===== src/rtl/lc3b_types.sv =====
// -----------------------------------------------------------------------------
// lc3b_types
//   Shared widths, line/address typedefs and the memory-arbiter enums used by
//   mem_arbiter and iline_buffer.
// -----------------------------------------------------------------------------
package lc3b_types;

    localparam int LC3B_LINE_W = 128;   // one memory line
    localparam int LC3B_ADR_W  = 12;    // line address
    localparam int LC3B_SEL_W  = 16;    // one byte enable per line byte

    typedef logic [LC3B_LINE_W-1:0] lc3b_line;
    typedef logic [LC3B_LINE_W-1:0] lc3b_c_line;
    typedef logic [LC3B_ADR_W-1:0]  lc3b_wb_adr;
    typedef logic [LC3B_SEL_W-1:0]  lc3b_wb_sel;

    // Arbiter FSM states.
    typedef enum logic [1:0] {
        IDLE  = 2'd0,
        IFILL = 2'd1,
        DACC  = 2'd2,
        DRESP = 2'd3
    } lc3b_arb_state;

    // Which requester received the most recent grant.
    typedef enum logic {
        GRANT_FETCH = 1'b0,
        GRANT_DATA  = 1'b1
    } lc3b_grant_t;

endpackage


===== src/rtl/iline_buffer.sv =====
// -----------------------------------------------------------------------------
// iline_buffer
//   One-line instruction buffer: tag, valid and data registers with a fill
//   port, an address-qualified invalidate port and a combinational hit.
//
// Ports
//   clk, rst_n        clock, asynchronous active-low reset (clears everything)
//   lookup_read_i     fetch request is active
//   lookup_addr_i     fetch line address to compare against the tag
//   hit_o             buffer holds lookup_addr_i (combinational)
//   data_o            buffered line, always driven
//   fill_i            load fill_addr_i / fill_data_i and mark valid
//   fill_addr_i       tag for the fill
//   fill_data_i       line for the fill
//   inv_i             invalidate if inv_addr_i matches the stored tag
//   inv_addr_i        address of a completed store
// -----------------------------------------------------------------------------
module iline_buffer
    import lc3b_types::*;
#(
    parameter int LINE_W = LC3B_LINE_W,
    parameter int ADR_W  = LC3B_ADR_W
) (
    input  logic              clk,
    input  logic              rst_n,
    input  logic              lookup_read_i,
    input  logic [ADR_W-1:0]  lookup_addr_i,
    output logic              hit_o,
    output logic [LINE_W-1:0] data_o,
    input  logic              fill_i,
    input  logic [ADR_W-1:0]  fill_addr_i,
    input  logic [LINE_W-1:0] fill_data_i,
    input  logic              inv_i,
    input  logic [ADR_W-1:0]  inv_addr_i
);

    logic              valid_q, valid_d;
    logic [ADR_W-1:0]  tag_q,   tag_d;
    logic [LINE_W-1:0] data_q,  data_d;

    assign hit_o  = lookup_read_i & valid_q & (tag_q == lookup_addr_i);
    assign data_o = data_q;

    // Fill and invalidate come from different arbiter states, so they never
    // coincide; fill is given priority anyway so the intent is unambiguous.
    always_comb begin
        valid_d = valid_q;
        tag_d   = tag_q;
        data_d  = data_q;
        if (fill_i) begin
            valid_d = 1'b1;
            tag_d   = fill_addr_i;
            data_d  = fill_data_i;
        end else if (inv_i && (inv_addr_i == tag_q)) begin
            valid_d = 1'b0;
        end
    end

    always_ff @(posedge clk or negedge rst_n) begin
        if (!rst_n) begin
            valid_q <= 1'b0;
            tag_q   <= '0;
            data_q  <= '0;
        end else begin
            valid_q <= valid_d;
            tag_q   <= tag_d;
            data_q  <= data_d;
        end
    end

endmodule


===== src/rtl/mem_arbiter.sv =====
// -----------------------------------------------------------------------------
// mem_arbiter
//   Multiplexes the instruction-fetch port and the MEM-stage data port onto a
//   single physical memory port. Fetches are served from a one-line buffer;
//   misses and data accesses are arbitrated round-robin.
//
// Ports
//   clk, rst_n                 clock, asynchronous active-low reset
//   ifetch_read/_address       fetch request (may be held high forever)
//   ifetch_rdata/_resp         buffered line / combinational hit
//   mem_read/_write/_address   data request, held until mem_resp
//   mem_wdata/_sel             write line and byte enables
//   mem_rdata/_resp            read line (held) / one-cycle completion pulse
//   pmem_read/_write/_address  registered physical command
//   pmem_wdata/_sel            registered write data / byte enables (0 on reads)
//   pmem_rdata/_resp           physical read data / completion pulse
//   dbg_state_o                current arbiter state
//
// Handshake: a requester raises read/write with a stable address and holds it;
// the arbiter answers with a single-cycle resp. On the physical side a command
// stays asserted and unchanged until pmem_resp, and is dropped on the edge
// that samples pmem_resp. A data request still high after its mem_resp cycle
// is taken as a new access.
// -----------------------------------------------------------------------------
module mem_arbiter
    import lc3b_types::*;
#(
    parameter int LINE_W = LC3B_LINE_W,
    parameter int ADR_W  = LC3B_ADR_W,
    parameter int SEL_W  = LC3B_SEL_W
) (
    input  logic              clk,
    input  logic              rst_n,
    // instruction fetch port
    input  logic              ifetch_read,
    input  logic [ADR_W-1:0]  ifetch_address,
    output logic [LINE_W-1:0] ifetch_rdata,
    output logic              ifetch_resp,
    // data port
    input  logic              mem_read,
    input  logic              mem_write,
    input  logic [ADR_W-1:0]  mem_address,
    input  logic [LINE_W-1:0] mem_wdata,
    input  logic [SEL_W-1:0]  mem_sel,
    output logic [LINE_W-1:0] mem_rdata,
    output logic              mem_resp,
    // physical memory port
    output logic              pmem_read,
    output logic              pmem_write,
    output logic [ADR_W-1:0]  pmem_address,
    output logic [LINE_W-1:0] pmem_wdata,
    output logic [SEL_W-1:0]  pmem_sel,
    input  logic [LINE_W-1:0] pmem_rdata,
    input  logic              pmem_resp,
    // debug
    output lc3b_arb_state     dbg_state_o
);

    lc3b_arb_state     state_q,        state_d;
    lc3b_grant_t       last_grant_q,   last_grant_d;
    logic              pmem_read_q,    pmem_read_d;
    logic              pmem_write_q,   pmem_write_d;
    logic [ADR_W-1:0]  pmem_address_q, pmem_address_d;
    logic [LINE_W-1:0] pmem_wdata_q,   pmem_wdata_d;
    logic [SEL_W-1:0]  pmem_sel_q,     pmem_sel_d;
    logic [LINE_W-1:0] mem_rdata_q,    mem_rdata_d;

    logic              ibuf_hit;
    logic [LINE_W-1:0] ibuf_data;
    logic              buf_fill;
    logic              buf_inv;

    logic              dreq;
    logic              imiss;
    logic              grant_data;
    logic              grant_fetch;

    iline_buffer #(
        .LINE_W (LINE_W),
        .ADR_W  (ADR_W)
    ) u_iline_buffer (
        .clk           (clk),
        .rst_n         (rst_n),
        .lookup_read_i (ifetch_read),
        .lookup_addr_i (ifetch_address),
        .hit_o         (ibuf_hit),
        .data_o        (ibuf_data),
        .fill_i        (buf_fill),
        .fill_addr_i   (pmem_address_q),
        .fill_data_i   (pmem_rdata),
        .inv_i         (buf_inv),
        .inv_addr_i    (pmem_address_q)
    );

    // Arbitration candidates, only acted on in IDLE. On a tie the port that
    // did not win last time is served.
    assign dreq        = mem_read | mem_write;
    assign imiss       = ifetch_read & ~ibuf_hit;
    assign grant_data  = dreq & (~imiss | (last_grant_q == GRANT_FETCH));
    assign grant_fetch = imiss & ~grant_data;

    always_comb begin
        state_d        = state_q;
        last_grant_d   = last_grant_q;
        pmem_read_d    = pmem_read_q;
        pmem_write_d   = pmem_write_q;
        pmem_address_d = pmem_address_q;
        pmem_wdata_d   = pmem_wdata_q;
        pmem_sel_d     = pmem_sel_q;
        mem_rdata_d    = mem_rdata_q;
        buf_fill       = 1'b0;
        buf_inv        = 1'b0;

        case (state_q)
            IDLE: begin
                if (grant_data) begin
                    last_grant_d   = GRANT_DATA;
                    pmem_address_d = mem_address;
                    pmem_wdata_d   = mem_wdata;
                    // Write wins if a requester raises both strobes.
                    pmem_write_d   = mem_write;
                    pmem_read_d    = mem_read & ~mem_write;
                    pmem_sel_d     = mem_write ? mem_sel : '0;
                    state_d        = DACC;
                end else if (grant_fetch) begin
                    last_grant_d   = GRANT_FETCH;
                    pmem_address_d = ifetch_address;
                    pmem_read_d    = 1'b1;
                    pmem_write_d   = 1'b0;
                    pmem_sel_d     = '0;
                    state_d        = IFILL;
                end
            end

            IFILL: begin
                // The line is installed under the latched address even if the
                // fetch address moved on; the next IDLE cycle simply misses.
                if (pmem_resp) begin
                    buf_fill    = 1'b1;
                    pmem_read_d = 1'b0;
                    state_d     = IDLE;
                end
            end

            DACC: begin
                if (pmem_resp) begin
                    if (pmem_read_q) begin
                        mem_rdata_d = pmem_rdata;
                    end
                    // A store to the buffered line makes the buffer stale.
                    if (pmem_write_q) begin
                        buf_inv = 1'b1;
                    end
                    pmem_read_d  = 1'b0;
                    pmem_write_d = 1'b0;
                    state_d      = DRESP;
                end
            end

            DRESP: begin
                state_d = IDLE;
            end

            default: begin
                state_d = IDLE;
            end
        endcase
    end

    always_ff @(posedge clk or negedge rst_n) begin
        if (!rst_n) begin
            state_q        <= IDLE;
            last_grant_q   <= GRANT_FETCH;
            pmem_read_q    <= 1'b0;
            pmem_write_q   <= 1'b0;
            pmem_address_q <= '0;
            pmem_wdata_q   <= '0;
            pmem_sel_q     <= '0;
            mem_rdata_q    <= '0;
        end else begin
            state_q        <= state_d;
            last_grant_q   <= last_grant_d;
            pmem_read_q    <= pmem_read_d;
            pmem_write_q   <= pmem_write_d;
            pmem_address_q <= pmem_address_d;
            pmem_wdata_q   <= pmem_wdata_d;
            pmem_sel_q     <= pmem_sel_d;
            mem_rdata_q    <= mem_rdata_d;
        end
    end

    assign ifetch_resp  = ibuf_hit;
    assign ifetch_rdata = ibuf_data;
    assign mem_rdata    = mem_rdata_q;
    assign mem_resp     = (state_q == DRESP);
    assign pmem_read    = pmem_read_q;
    assign pmem_write   = pmem_write_q;
    assign pmem_address = pmem_address_q;
    assign pmem_wdata   = pmem_wdata_q;
    assign pmem_sel     = pmem_sel_q;
    assign dbg_state_o  = state_q;

endmodule


===== config.mk =====
export PLATFORM = sky130hd
export DESIGN_NAME = mem_arbiter
export DESIGN_NICKNAME = d
export VERILOG_FILES = /design/src/rtl/lc3b_types.sv /design/src/rtl/iline_buffer.sv /design/src/rtl/mem_arbiter.sv
export SDC_FILE = /design/constraint.sdc
export NUM_CORES = 1
export LEC_CHECK = 0
export CAP_MARGIN = 20
export CORE_AREA = 2 2 278 280
export DETAILED_ROUTE_END_ITERATION = 6
export DIE_AREA = 0 0 280 282
export SLEW_MARGIN = 20
export SYNTH_ARGS = -nofsm -noshare
export SYNTH_HDL_FRONTEND = slang
export SYNTH_SLANG_ARGS = --single-unit
export TNS_END_PERCENT = 10

===== constraint.sdc =====
create_clock -name clk -period 3.1 [get_ports clk]
set_clock_uncertainty 0.2 [all_clocks]
set_input_delay 0.62 -clock clk [delete_from_list [all_inputs] [get_ports clk]]
set_output_delay 0.62 -clock clk [all_outputs]
set_load 0.01 [all_outputs]

Word-level counts from Yosys, hierarchy flattened
Index checks and enable logic that the tools add are counted.
- memories: 0
- word-level logic and storage cells: 71
- register bits: 430
- ROM bits: 0
- output and inout bits: 418
- bits in latches: 0
- input bits: 302
- memory bits (writable): 0
- shift-type cells: 0
- div/mod/pow operators: 0
- muxes and demuxes: 25
- add/sub/neg operators: 0
- reduce and logical (&&, ||, !) cells: 13
- bitwise operators: 13
- $lt $le $gt $ge: 0
- eq/ne operators: 9
- multipliers: 0
- operator list (operator ; number):
    16-bit 2-to-1 mux ; 3
    12-bit equality test ; 2
    12-bit 2-to-1 mux ; 2
    1-bit 2-to-1 mux ; 13
    3-bit AND reduction ; 4
    2-bit 2-to-1 mux ; 4
    2-bit case mux with 4 select lines ; 1
    2-bit nonzero test ; 4
    1-bit AND ; 6
    1-bit inverter ; 5
    2-bit equality test, second input constant ; 2
    2-bit inequality test, second input constant ; 2
    1-bit case mux with 2 select lines ; 2
    2-bit AND reduction ; 2
    3-bit inequality test, second input constant ; 1
    2-bit by 1-bit equality test with 1-bit output, second input constant ; 1
    2-bit zero test ; 1
    2-bit by 1-bit inequality test with 1-bit output, second input constant ; 1
    1-bit bitwise OR ; 2
    2-bit OR reduction ; 1
    1-bit logical AND ; 1

Longest topological paths before layout
- depth after elaboration: 12
- gate-level depth with buffers: 8
- depth with buffers taken out: 7

By module
Synthesis repeated with hierarchy kept, for this count alone.
- cell total of the unflattened synthesis: 1033
- area, all modules: 16965.0 um^2
- by module, submodules not included (module ; area an instance (um^2) ; cells each ; instances ; seq. area each (um^2)):
    mem_arbiter ; 11145.7 ; 701 ; 1 ; 7231.9
    iline_buffer ; 5819.3 ; 332 ; 1 ; 3528.4

Least setup slack after synthesis
No wires, ideal clock.
- path kind: input to register
- from: in ifetch_address[7]
- to: reg pmem_wdata_q[0] (netlist: pmem_wdata[0])
- data required time: 2.775 ns
- slack: 0.185 ns
- arrival time: 2.590 ns
- path buffers: 2
- setup time: 0.125 ns
- cell stages on the path: 8
- cell sequence: xor2_1 -> or3_1 -> o41a_1 -> a21oi_2 -> nand2_1 -> buf_6 -> buf_6 -> mux2_4
- cells in the longest elaborated chain, start to end: 8
- RTL lines (item ; line ; text):
    start: declaration ; mem_arbiter.sv:36 ; input logic [ADR_W-1:0] ifetch_address,
    12-bit equality test ; iline_buffer.sv:41 ; assign hit_o = lookup_read_i & valid_q & (tag_q == lookup_addr_i);
    1-bit AND ; iline_buffer.sv:41 ;
    1-bit inverter ; mem_arbiter.sv:98 ; assign imiss = ifetch_read & ~ibuf_hit;
    1-bit AND ; mem_arbiter.sv:98 ;
    1-bit inverter ; mem_arbiter.sv:99 ; assign grant_data = dreq & (~imiss | (last_grant_q == GRANT_FETCH));
    1-bit bitwise OR ; mem_arbiter.sv:99 ;
    1-bit AND ; mem_arbiter.sv:99 ;
    2-bit AND reduction (no line) ; - ;
    end signal: assignment ; mem_arbiter.sv:186 ; pmem_wdata_q <= pmem_wdata_d;
    end: declaration ; mem_arbiter.sv:64 ; logic [LINE_W-1:0] pmem_wdata_q, pmem_wdata_d;
No other way between the ends.
A chain may end at the register's enable or synchronous reset.

Final worst setup path
- from: in ifetch_address[6]
- to: out ifetch_resp
- cells in the longest elaborated chain, start to end: 2
- RTL lines (item ; line ; text):
    12-bit equality test ; iline_buffer.sv:41 ;
    1-bit AND ; iline_buffer.sv:41 ;
    end: declaration ; mem_arbiter.sv:38 ; output logic ifetch_resp,
No other way between the ends.

==> out/qor.yml <==
cts_max_path_buffers: 3
period_needed_ns: 2.993
r2r-start: "u_iline_buffer.tag_q[6]"
ys_async_sr_fraction: 1.000
clock-sinks: 430
num-fill-cells: 7207
startpoint_type: "primary input"
antenna_found_initial: 2
drt-pass1-iter-count: 4
die_h_um: 282
seq_area_frac_synth: 0.6364
critPathRequiredTime_ns: 2.28
maxCapViolCount: 0
synth_area_leader_cell: "dfrtp_1"
path_class: "in2out"
wl_um: 53960
grt-ovfl-total: 0
fp.dieW_um: 280
initial_core_util: 0.2234
final_cell_area_um2: 27340
synthesis.area_um2: 16910
synth.area.top_cells: "dfrtp_1 (64%), mux2_2 (19%), mux2_4 (8.9%)"
die_area_um2: 78960
vias: 11460
rrSetupSlack_ns: 0.28
synth_nets: 1347
timing.rr.end: "pmem_wdata[81]"
crit_arrival_ns: 2.17
cts_made_buffers: 51
ant_nets: 0
finalSetupViolCount: 0
wl_per_cell_um: 19.16
syn_area_per_cell_um2: 16.24
startpoint: "ifetch_address[6]"
fin_nets: 2106
status: "completed"
place_area_um2: 25560
htreeDepth: 2
synthCells: 1041
grt_pass1_wl_um: 80300
rsz0062_at_grt: "no"
dpl.hpwl_um: 40990
clock_latency_ns: 0.58
drt_iter0_drc: 339
io_buffer_count: 719
ys_seq_elements: 430
ys.flop_type: "dfrtp_1"
r2r.worst_path.cells: 7
power_mw: 29.49
cts-root-buf: "clkbuf_16"
hold_slack_ns: 0.2727
tns_ns: 0
synth_common_cells: "dfrtp_1 (430), mux2_2 (287), mux2_4 (100), nand2_1 (39), clkbuf_1 (28)"
slew_violations: 0
crit_path_max_fanout: 2
drive_gt1_frac: 0.2800
io_pins: 720
utilization: 0.3612
power_density_nw_per_um2: 1079
coreArea_um2: 75700
ys_types: 35
grt_max_degree: 81
multi_input_area_um2: 5821
slew_headroom: 0.5708
seqCellArea_um2: 10760
cp-endpoint: "ifetch_resp"
leakagePower_nw: 11.84
hold_violations: 0
cts_tree: "done"
period_share: 0.9654
drc: 0
rows: 101
fmaxAchievable_ghz: 0.3341
hold_class: "reg2reg"
ir_drop_mv: 0.5241
worst_slew_pin_slew_ns: 0.6438
cts.reportedPaths.clkPinSlew_ns: 0.06
cp-end-kind: "primary output"
first_global_vias: 12710
postCtsSetupBuffers: 0
area_delta_synth_final_pct: 61.70
gp_congestion: 0.8082
post-synth-top-count-cell: "dfrtp_1"
synth_top_area_share: 0.6364
synth_warnings: 0
synth_edf_count: 0
avgViaCountPerCell: 4.070
track_usage: 0.1316
==> cells by family after synthesis <==
kind of cell | count (synthesis) | share of synthesized area
buf+inv | 72 | 0.02220
xor+xnor | 24 | 0.01243
fa+ha+maj | 4 | 0.002960
mux | 408 | 0.2931
compound gates | 41 | 0.01680
simple gates | 62 | 0.01613
flops | 430 | 0.6364
==> cell type report <==
class	instances	share of cell area
timing repair buffer	758	0.2815
sequential	430	0.3936
tap	978	0.04476
multi-input combinational	539	0.2129
clock buffer	70	0.05373
inverter	20	0.002746
clock inverter	19	0.01057
antenna	2	0.0001831
==> worst max-delay path, stage by stage <==
cell and delay (ns):
clkdlybuf4s50_1 0.44, xor2_1 0.21, buf_4 0.15, nor2_1 0.10
nand4bb_1 0.13, nor3_1 0.17, dlygate4sd2_1 0.34
==> cells in the final DEF (no fill, tap or decap), drive strengths merged, types with 11 or more instances in the layout <==
cell             n
xnor2           16
buf             39
inv             21
mux2           396
nand2           39
o21ai           14
dfrtp          430
clkinv          11
clkbuf          70
o31ai           17
clkdlybuf4s50  717
mux2i           12
==> power by group <==
group | switching (mW) | internal [mW] | total, mW
registers | 1.64 | 8.44 | 10.1
clock network | 2.37 | 3.87 | 6.24
logic | 4.95 | 8.22 | 13.2
total | 8.95 | 20.5 | 29.5
==> how the worst min path moves through the flow <==
stage	startpoint	endpoint	slack (ns)	cells past startpoint
final	pmem_sel[0]	pmem_sel[0]	0.27	2
after global routing	pmem_sel[9]	pmem_sel[9]	0.30	2
after CTS	pmem_sel[0]	pmem_sel[0]	0.28	2
after detailed placement	pmem_sel[0]	pmem_sel[0]	0.27	2
after global placement	pmem_sel[3]	pmem_sel[3]	0.26	2
after floorplan	rst_n	dbg_state_o[0]	0.12	0
==> flip-flops by register name, summed over array words and instances, names as in the netlist <==
register / cells
mem_rdata: 128
pmem_address: 12
u_iline_buffer.data_o: 128
pmem_sel: 16
u_iline_buffer.tag_q: 12
dbg_state_o: 2
pmem_write: 1
pmem_read: 1
last_grant_q: 1
u_iline_buffer.valid_q: 1
pmem_wdata: 128
==> stage by stage <==
step	instances	setup WS, ns
after detailed placement	2724	-0.4553
after global routing	2816	0.01019
final	2816	0.1072
after floorplan	1041	0.1849
after global placement	2724	-0.4076
after CTS	2814	0.09905
==> per-layer routing <==
metal  global-route usage  routed length (um)
met1               0.1465               20370
met2               0.2398               28430
met3              0.04019                3828
met4              0.04018                1326
met5                    0                   0
==> repair_timing <==
action,CTS,global route
endpoints found under the hold margin,47,0
pin swaps,0,0
endpoints found under the setup margin,1,1
gates resized for setup,1,1
hold buffers,1,0
No activity file was read; power rests on OpenSTA's default activity.
